`src/rtl/cve2_trace_pkg.sv`:
```
// Shared types for the cve2 RVFI trace buffer: record layout, filter modes,
// trigger states and the record filter predicate.
package cve2_trace_pkg;

    // One captured retirement, MSB to LSB as it appears on trace_rec_o.
    typedef struct packed {
        logic [31:0] pc;
        logic [31:0] insn;
        logic [4:0]  rd_addr;
        logic [31:0] rd_wdata;
        logic [31:0] mem_addr;
        logic [3:0]  rmask;
        logic [3:0]  wmask;
        logic        trap;
        logic        intr;
        logic        gap;
    } trace_rec_t;

    localparam int unsigned TraceRecW = $bits(trace_rec_t);

    typedef enum logic [1:0] {
        TrAll   = 2'd0,
        TrMem   = 2'd1,
        TrCtrl  = 2'd2,
        TrRegWr = 2'd3
    } trace_filter_e;

    typedef enum logic [1:0] {
        TrigIdle    = 2'd0,
        TrigRun     = 2'd1,
        TrigStopped = 2'd2
    } trig_state_e;

    // Decides whether a retirement is interesting under the selected mode.
    // Control-flow mode flags anything that did not fall through to pc+4
    // (the addition wraps at 2^32 like the core's own PC).
    function automatic logic trace_filter_hit(
        input trace_filter_e mode,
        input logic [31:0]   pc_rdata,
        input logic [31:0]   pc_wdata,
        input logic [4:0]    rd_addr,
        input logic [3:0]    rmask,
        input logic [3:0]    wmask,
        input logic          trap,
        input logic          intr
    );
        logic hit;
        hit = 1'b1;
        case (mode)
            TrAll:   hit = 1'b1;
            TrMem:   hit = |(rmask | wmask);
            TrCtrl:  hit = trap | intr | (pc_wdata != (pc_rdata + 32'd4));
            TrRegWr: hit = (rd_addr != 5'd0);
            default: hit = 1'b1;
        endcase
        return hit;
    endfunction

endpackage

```
`src/rtl/cve2_trace_fifo.sv`:
```
// Generic synchronous FIFO. Full/empty come from an occupancy counter, so
// pointers are plain log2(Depth)-bit wrapping counters. A push into a full
// FIFO is accepted only when a pop happens in the same cycle.
module cve2_trace_fifo #(
    parameter int unsigned Depth = 16,
    parameter int unsigned Width = 8
) (
    input  logic                       clk_i,
    input  logic                       rst_ni,
    input  logic                       push_i,
    input  logic [Width-1:0]           data_i,
    input  logic                       pop_i,
    output logic [Width-1:0]           data_o,
    output logic                       full_o,
    output logic                       empty_o,
    output logic [$clog2(Depth+1)-1:0] level_o
);

    localparam int unsigned PtrW = $clog2(Depth);
    localparam int unsigned LvlW = $clog2(Depth + 1);
    localparam logic [LvlW-1:0] DepthLvl = LvlW'(Depth);

    logic [Width-1:0] mem_q [Depth];
    logic [PtrW-1:0]  wr_ptr_q;
    logic [PtrW-1:0]  rd_ptr_q;
    logic [LvlW-1:0]  count_q;
    logic             do_push;
    logic             do_pop;

    assign empty_o = (count_q == '0);
    assign full_o  = (count_q == DepthLvl);
    assign level_o = count_q;

    assign do_pop  = pop_i & ~empty_o;
    assign do_push = push_i & (~full_o | do_pop);

    // Head is forced to zero when empty so stale or uninitialised storage
    // never shows on the output.
    assign data_o = empty_o ? '0 : mem_q[rd_ptr_q];

    // Storage write port.
    // NOTE: the data array has no reset; validity is tracked by count_q, and
    // leaving it unreset lets it map onto plain flops/RAM without a reset tree.
    always_ff @(posedge clk_i) begin
        if (do_push) begin
            mem_q[wr_ptr_q] <= data_i;
        end
    end

    // Pointer and occupancy bookkeeping.
    // NOTE: sequential state uses non-blocking assignments so every flop
    // samples pre-edge values regardless of statement order.
    always_ff @(posedge clk_i or negedge rst_ni) begin
        if (!rst_ni) begin
            wr_ptr_q <= '0;
            rd_ptr_q <= '0;
            count_q  <= '0;
        end else begin
            if (do_push) begin
                wr_ptr_q <= wr_ptr_q + 1'b1;
            end
            if (do_pop) begin
                rd_ptr_q <= rd_ptr_q + 1'b1;
            end
            case ({do_push, do_pop})
                2'b10:   count_q <= count_q + 1'b1;
                2'b01:   count_q <= count_q - 1'b1;
                default: count_q <= count_q;
            endcase
        end
    end

endmodule

```
`src/rtl/cve2_rvfi_trace_buffer.sv`:
```
// On-chip trace capture for cve2: filters the RVFI retirement stream, gates it
// with a PC start/stop trigger, buffers accepted records in a FIFO and drains
// them over a valid/ready stream. Records that find the FIFO full are counted
// and the next stored record is marked with gap=1.
module cve2_rvfi_trace_buffer
    import cve2_trace_pkg::*;
#(
    parameter int unsigned Depth   = 16,
    parameter int unsigned OvfCntW = 16
) (
    input  logic                       clk_i,
    input  logic                       rst_ni,
    input  logic                       rvfi_valid,
    input  logic [31:0]                rvfi_insn,
    input  logic                       rvfi_trap,
    input  logic                       rvfi_intr,
    input  logic [31:0]                rvfi_pc_rdata,
    input  logic [31:0]                rvfi_pc_wdata,
    input  logic [4:0]                 rvfi_rd_addr,
    input  logic [31:0]                rvfi_rd_wdata,
    input  logic [31:0]                rvfi_mem_addr,
    input  logic [3:0]                 rvfi_mem_rmask,
    input  logic [3:0]                 rvfi_mem_wmask,
    input  logic                       trace_en_i,
    input  logic [1:0]                 filter_mode_i,
    input  logic                       trig_en_i,
    input  logic [31:0]                trig_start_pc_i,
    input  logic [31:0]                trig_stop_pc_i,
    output logic                       trace_valid_o,
    input  logic                       trace_ready_i,
    output trace_rec_t                 trace_rec_o,
    output logic [$clog2(Depth+1)-1:0] fill_level_o,
    output logic [OvfCntW-1:0]         ovf_cnt_o,
    output trig_state_e                trig_state_o
);

    trig_state_e           state_q, state_d;
    logic                  trig_eligible;
    logic                  filter_hit;
    logic                  start_hit;
    logic                  stop_hit;
    logic                  capture;
    logic                  push;
    logic                  pop;
    logic                  drop;
    logic                  fifo_full;
    logic                  fifo_empty;
    logic                  gap_pending_q;
    logic [OvfCntW-1:0]    ovf_cnt_q;
    trace_rec_t            rec_in;
    logic [TraceRecW-1:0]  fifo_rdata;

    assign filter_hit = trace_filter_hit(trace_filter_e'(filter_mode_i), rvfi_pc_rdata,
                                         rvfi_pc_wdata, rvfi_rd_addr, rvfi_mem_rmask,
                                         rvfi_mem_wmask, rvfi_trap, rvfi_intr);
    assign start_hit  = (rvfi_pc_rdata == trig_start_pc_i);
    assign stop_hit   = (rvfi_pc_rdata == trig_stop_pc_i);

    // Trigger next state and whether the current retirement lies inside the
    // capture window (start and stop records are both inclusive).
    // NOTE: every always_comb output gets a default first so no path leaves
    // it unassigned, which would otherwise infer a latch.
    always_comb begin
        state_d       = state_q;
        trig_eligible = 1'b0;
        if (!trace_en_i) begin
            state_d = TrigIdle;
        end else if (rvfi_valid) begin
            if (!trig_en_i) begin
                state_d       = TrigRun;
                trig_eligible = (state_q != TrigStopped);
            end else begin
                case (state_q)
                    TrigIdle: begin
                        if (start_hit) begin
                            trig_eligible = 1'b1;
                            state_d       = stop_hit ? TrigStopped : TrigRun;
                        end
                    end
                    TrigRun: begin
                        trig_eligible = 1'b1;
                        if (stop_hit) begin
                            state_d = TrigStopped;
                        end
                    end
                    TrigStopped: state_d = TrigStopped;
                    default:     state_d = TrigIdle;
                endcase
            end
        end
    end

    // Trigger state register.
    always_ff @(posedge clk_i or negedge rst_ni) begin
        if (!rst_ni) begin
            state_q <= TrigIdle;
        end else begin
            state_q <= state_d;
        end
    end

    assign pop     = trace_valid_o & trace_ready_i;
    assign capture = rvfi_valid & trace_en_i & filter_hit & trig_eligible;
    assign push    = capture & (~fifo_full | pop);
    assign drop    = capture & fifo_full & ~pop;

    // Assemble the record to store; gap marks that records were lost before it.
    always_comb begin
        rec_in          = '0;
        rec_in.pc       = rvfi_pc_rdata;
        rec_in.insn     = rvfi_insn;
        rec_in.rd_addr  = rvfi_rd_addr;
        rec_in.rd_wdata = rvfi_rd_wdata;
        rec_in.mem_addr = rvfi_mem_addr;
        rec_in.rmask    = rvfi_mem_rmask;
        rec_in.wmask    = rvfi_mem_wmask;
        rec_in.trap     = rvfi_trap;
        rec_in.intr     = rvfi_intr;
        rec_in.gap      = gap_pending_q;
    end

    // Overflow accounting: saturating drop counter and pending-gap flag.
    always_ff @(posedge clk_i or negedge rst_ni) begin
        if (!rst_ni) begin
            ovf_cnt_q     <= '0;
            gap_pending_q <= 1'b0;
        end else begin
            if (drop && (ovf_cnt_q != '1)) begin
                ovf_cnt_q <= ovf_cnt_q + 1'b1;
            end
            if (push) begin
                gap_pending_q <= 1'b0;
            end else if (drop) begin
                gap_pending_q <= 1'b1;
            end
        end
    end

    cve2_trace_fifo #(
        .Depth (Depth),
        .Width (TraceRecW)
    ) u_fifo (
        .clk_i   (clk_i),
        .rst_ni  (rst_ni),
        .push_i  (push),
        .data_i  (rec_in),
        .pop_i   (pop),
        .data_o  (fifo_rdata),
        .full_o  (fifo_full),
        .empty_o (fifo_empty),
        .level_o (fill_level_o)
    );

    assign trace_valid_o = ~fifo_empty;
    assign trace_rec_o   = trace_rec_t'(fifo_rdata);
    assign ovf_cnt_o     = ovf_cnt_q;
    assign trig_state_o  = state_q;

endmodule

```
`config.mk`:
```
export PLATFORM = sky130hd
export DESIGN_NAME = cve2_rvfi_trace_buffer
export DESIGN_NICKNAME = d
export VERILOG_FILES = /design/src/rtl/cve2_trace_pkg.sv /design/src/rtl/cve2_trace_fifo.sv /design/src/rtl/cve2_rvfi_trace_buffer.sv
export SDC_FILE = /design/constraint.sdc
export NUM_CORES = 2
export LEC_CHECK = 0
export CORE_UTILIZATION = 60
export DETAILED_ROUTE_END_ITERATION = 6
export DONT_BUFFER_PORTS = 1
export GPL_TIMING_DRIVEN = 0
export PLACE_DENSITY_LB_ADDON = 0.25
export SLEW_MARGIN = 25
export SYNTH_ARGS = -nofsm -noshare
export SYNTH_HDL_FRONTEND = slang
export SYNTH_SLANG_ARGS = --single-unit
```
`constraint.sdc`:
```
create_clock -name clk_i -period 7.9 [get_ports clk_i]
set_clock_uncertainty 0.15 [all_clocks]
set_input_delay 1.975 -clock clk_i [delete_from_list [all_inputs] [get_ports clk_i]]
set_output_delay 1.975 -clock clk_i [all_outputs]
set_load 0.005 [all_outputs]
```
=== Word level (Yosys, flattened, before mapping) ===
Memory sizes are Yosys's and may differ from the RTL's.
Cells that the tools add are included.

* RAM bits: 2304
* Memories kept: 1
* Register bits: 32
* Bits in read-only memories: 0
* Latch bits: 0

{| class="wikitable"
|+ Memory list
! name !! words !! width !! read ports !! clocked after Yosys merged registers in !! wr ports !! RTL line !! RTL
|-
| u_fifo.mem_q || 16 || 144 || 1 || 0 || 1 || cve2_trace_fifo.sv:23 || <nowiki>logic [Width-1:0] mem_q [Depth];</nowiki>
|}

* $add $sub $neg: 6
* Div/mod/pow operators: 0
* Eq/ne operators: 16
* Order comparisons: 0
* $mul: 0
* Reduce and logical (&&, ||, !) cells: 9
* Shifts and indexed selects: 0
* Muxes and demuxes: 19
* Bitwise operators: 17

{| class="wikitable"
|+ Operators by type and width
! operator !! count
|-
| $mux W144 || 1
|-
| $eq A32 B32 Y1 || 2
|-
| $add A32 B3 Y32 const B || 1
|-
| $ne A32 B32 Y1 || 1
|-
| $add A16 B1 Y16 const B || 1
|-
| $ne A16 B16 Y1 const B || 1
|-
| $mux W2 || 6
|-
| $pmux W5 S2 || 1
|-
| $and A1 B1 Y1 || 9
|-
| $add A4 B1 Y4 const B || 2
|-
| $eq A2 B2 Y1 const B || 4
|-
| $mux W1 || 8
|-
| $ne A4 B4 Y1 const B || 2
|-
| $eq A2 B1 Y1 const B || 3
|-
| $pmux W2 S3 || 1
|-
| $add A5 B1 Y5 const B || 1
|-
| $eq A5 B5 Y1 const B || 1
|-
| $logic_not A5 Y1 || 1
|-
| $reduce_bool A5 Y1 || 1
|-
| $sub A5 B1 Y5 const B || 1
|-
| $logic_not A2 Y1 || 2
|-
| $ne A2 B2 Y1 const B || 2
|-
| $or A1 B1 Y1 || 4
|-
| $or A4 B4 Y4 || 1
|-
| other kinds (7) || 10
|}

=== Logic depth before layout (Yosys ltp) ===
* Depth in word-level cells: 11
* Depth in mapped cells: 19

=== Hierarchy ===
From an unflattened synthesis, not the netlist that was laid out.

* Cells, all modules: 4127
* Area total of the unflattened synthesis: 91570.3 µm²

{| class="wikitable"
|+ Modules (own cells, without submodules)
! module !! area an instance (µm²) !! times used !! sequential area each (µm²) !! cells each
|-
| cve2_trace_fifo || 88423.6 || 1 || 69511.7 || 3723
|-
| cve2_rvfi_trace_buffer || 3146.8 || 1 || 475.5 || 404
|}

=== Least setup slack after synthesis ===
OpenSTA, ideal clock, no wires.

* Kind: input to register
* From: input port rvfi_pc_rdata[10]
* To: memory u_fifo.mem_q[11][0] (netlist name), enable pin
* Slack: -195 ps
* Arrival time: 7424 ps
* Stages on the path: 12
* Cell sequence: buf_4 nand4_4 or4_4 buf_2 a2111oi_0 a211oi_1 o221ai_1 or4_4 and2_4 buf_6 buf_8 and3_1

* Word-level cells in the longest chain between the ends: 11
* Elaborated cells on any way between the ends: 16
* Those cells by class: add/sub (1); eq/ne (2); mux (8); bitwise (5)

{| class="wikitable"
|+ RTL lines
! item !! RTL line !! RTL
|-
| start, declared || cve2_rvfi_trace_buffer.sv:17 || <nowiki>input logic [31:0] rvfi_pc_rdata,</nowiki>
|-
| parallel branches: the longest is 6 deep, another holds $add A32 B3 Y32 || -- ||
|-
| $and A1 B1 Y1 * || cve2_rvfi_trace_buffer.sv:103 || <nowiki>assign capture = rvfi_valid & trace_en_i & filter_hit & trig_eligible;</nowiki>
|-
| $and A1 B1 Y1 * || cve2_rvfi_trace_buffer.sv:104 || <nowiki>assign push = capture & (~fifo_full | pop);</nowiki>
|-
| $and A1 B1 Y1 * || cve2_trace_fifo.sv:35 || <nowiki>assign do_push = push_i & (~full_o | do_pop);</nowiki>
|-
| $mux W1 * || cve2_trace_fifo.sv:45 || <nowiki>if (do_push) begin</nowiki>
|-
| $mux W1 (not written as such) * || cve2_trace_fifo.sv:46 || <nowiki>mem_q[wr_ptr_q] <= data_i;</nowiki>
|-
| end, declared || cve2_trace_fifo.sv:23 ||
|}

Mark *: on every way between the ends.

==> impl_metrics.py <==
metrics = {
    "final_layout": {
        "drive_above_1_share_pct": 28.68,
        "nets": 4405,
        "fillers": 8799,
        "fin_util_pct": 68.50,
        "areaGrowthSynthToFinish_pct": 13.02,
        "layout_common_cells": "edfxtp_1 (2304), mux4_2 (720), clkbuf_16 (227)",
        "final_common_cell": "edfxtp_1",
        "final_cells": 6352,
    },
    "setup_path": {
        "end_kind": "output pin",
        "r2r_cells": 13,
        "slowest_delay_ns": 0.81,
        "path_cells": "clkbuf_1 -> clkbuf_1 -> buf_1 -> mux4_2 -> mux4_2 -> and2_1",
        "r2r_start": "trig_state_o[0]$_DFFE_PN0P_",
        "cp_slowest_cell": "clkbuf_1",
        "cp.depth": 6,
        "critPathArrivalTime_ns": 4.72,
        "critPathLaunchType": "flip-flop",
        "crit_buf_inv": 3,
        "worst-path-max-fanout": 10,
        "crit_required_ns": 5.78,
        "crit_type": "reg2out",
        "regToRegSetupSlack_ns": 3.52,
        "path_delay_family": "buffers and inverters",
        "reg2reg_to": "u_fifo.mem_q[5][86]$_DFFE_PP_",
    },
    "pwr": {
        "power.leakage_uw": 0.03185,
        "powerDensity_mw_per_mm2": 332.9,
        "ir_drop_mv": 0.2613,
    },
    "clocking": {
        "clockBufferDepth": 3,
        "insertion_delay_ns": 0.85,
        "hold_buffers": 0,
        "htreeDepth": 4,
        "cts_root_buf": "clkbuf_16",
        "cts_tree": "yes",
        "cts_resized": 0,
        "numClockSinks": 2336,
        "cts_buffers": 222,
        "clkTransAtPathRegs_ns": 0.06,
        "post-cts-setup-buffers": 0,
    },
    "floorplanning": {
        "core_mm2": 0.1501,
        "dieHeight_um": 391.4,
        "die_w_um": 391.4,
        "placementRows": 142,
        "initial_utilization_pct": 60.61,
        "design.portCount": 415,
        "dieArea_mm2": 0.1532,
    },
    "global_routing": {
        "gr-usage-all-layers_pct": 30.50,
        "overflow": 0,
        "grt_pass1_vias": 44682,
        "grt_max_degree": 36,
        "antenna_found_initial": 6,
        "grt_pass1_wl_mm": 323.9,
    },
    "placement": {
        "port_buffers": 0,
        "place_ws_ns": 0.8686,
        "hpwlAfterDp_mm": 138.5,
        "routabilityCongestion": 0.9036,
        "dpl.cell_count": 5933,
    },
    "timing": {
        "setup_viol": 0,
        "hold_viol": 0,
        "worst_pin_slew_ns": 1.070,
        "setup_tns_ns": 0,
        "maxSlewViolCount": 0,
        "holdWs_ns": 0.3787,
        "worst_slack_ns": 1.056,
        "fmax_mhz": 146.1,
        "rsz0062_at_grt": "no",
        "slew_headroom_pct": 28.69,
        "min_period_over_period_pct": 86.64,
        "min_period_ns": 6.844,
    },
    "run_status": {
        "outcome": "finished clean",
    },
    "route": {
        "wirelength_mm": 229.7,
        "dr_total_vias": 43329,
        "post_drt_wl_per_cell_um": 36.16,
        "drc": 0,
        "drtIter0Drc": 5523,
        "ant_nets": 0,
        "viasPerCell": 6.821,
        "dr.pass1.iters": 6,
    },
    "synth": {
        "synthArstFlopShare_pct": 1.370,
        "yosysSeqAreaShare_pct": 76.91,
        "syn_area_per_cell_um2": 23.75,
        "synth-edff-count": 2304,
        "yosysUniqueCellTypes": 72,
        "synth_warnings": 0,
        "ys_ff_latch": 2336,
        "syn_area_mm2": 0.09100,
        "ys.flop_type": "edfxtp_1",
        "synth_nets": 4095,
        "synth_cells": 3832,
    },
    "job": {
        "cap_violations": 0,
    },
    "min_path": {
        "hold_end": "ovf_cnt_o[9]$_DFFE_PN0P_",
        "worstHoldPathCells": 1,
        "min_from": "ovf_cnt_o[9]$_DFFE_PN0P_",
        "hp-class": "reg2reg",
    },
}
==> metrics by stage <==
step	area (um2)	total power, uW
floorplan	91020	20790
global placement	93540	23790
detailed placement	95690	24080
CTS	102800	34420
global route	102800	35270
finish	102800	34230
==> state kept, by name (all words and copies together) (netlist names) <==
register and count:
u_fifo.mem_q 2304, u_fifo.wr_ptr_q 4, u_fifo.level_o 5, gap_pending_q 1
trig_state_o 2, u_fifo.rd_ptr_q 4, ovf_cnt_o 16
==> layer usage <==
| layer | up-vias | share of wire, % | GRT usage [%] |
|---|---|---|---|
| met5 | - | 0 | 0 |
| met4 | 0 | 3.6 | 11.32 |
| met2 | 2787 | 49 | 48.88 |
| met3 | 376 | 11 | 7.723 |
| li1 | 17024 | - | - |
| met1 | 23142 | 37 | 40.97 |
==> layout make-up <==
cell class | instances | area [um2] | area share [%]
tap | 2016 | 2522 | 2.453
buffer | 210 | 944.7 | 0.9185
sequential | 2336 | 69990 | 68.05
clock buffer | 266 | 5827 | 5.666
inverter | 12 | 45.04 | 0.04380
timing repair buffer | 86 | 2034 | 1.978
multi-input combinational | 1274 | 20210 | 19.65
clock inverter | 147 | 1265 | 1.230
antenna | 5 | 12.51 | 0.01217
==> synthesized netlist by cell type (all sizes together), types with 8 or more instances <==
master / instances / area [um2]
edfxtp: 2304 / 69190
mux4: 720 / 16220
and2: 151 / 947.2
clkbuf: 139 / 521.8
xnor2: 109 / 962.2
buf: 71 / 332.8
nand2: 37 / 138.9
dfrtp: 32 / 800.8
nand3: 30 / 155.1
nand4: 26 / 177.7
and3: 25 / 156.4
nor4: 20 / 131.4
ha: 15 / 187.7
nor2: 14 / 52.55
xor2: 14 / 122.6
inv: 12 / 45.04
nor3: 9 / 45.04
o21ai: 9 / 45.04
a21oi: 8 / 40.04
or4: 8 / 71.32
==> cell families (layout without fill, tap and decap cells) <==
family	Yosys count	after routing	synth area share (%)
DFF	2336	2336	76.91
xor gates and xnor gates	123	123	1.192
other	0	5	0
AOI/OAI and AO/OA	57	57	0.4482
buffers and inverters	222	721	0.9886
adders and majority gates	16	16	0.2282
and+or+nand+nor	352	352	2.340
muxes	726	726	17.89
==> worst reg2reg max path, delay by kind of cell (launching register included) <==
family                     cells  cell delay, ns
AOI/OAI and AO/OA              2            0.49
adders and majority gates      1            0.22
buffers and inverters          7            1.62
DFF                            1            0.47
and+or+nand+nor                3            1.07
==> worst max-delay path by stage <==
stage,end,slack (ns),start
global route,trace_rec_o[137],0.84,u_fifo.rd_ptr_q[0]$_DFFE_PN0P_
finish,trace_rec_o[137],1.06,u_fifo.rd_ptr_q[0]$_DFFE_PN0P_
floorplan,u_fifo.mem_q[10][0]$_DFFE_PP_,1.44,rvfi_pc_rdata[10]
global placement,u_fifo.mem_q[10][81]$_DFFE_PP_,-1.42,rvfi_pc_rdata[26]
CTS,trace_rec_o[128],0.81,u_fifo.rd_ptr_q[0]$_DFFE_PN0P_
detailed placement,u_fifo.mem_q[5][80]$_DFFE_PP_,0.87,rvfi_pc_rdata[14]
==> where the power goes <==
part	internal [uW]	switching [uW]	leakage, uW
sequential	13900	104	0.0211
combinational	4600	5200	0.00723
clock	5840	4560	0.00348
total	24400	9860	0.0318
No activity file was read; power rests on OpenSTA's default activity.
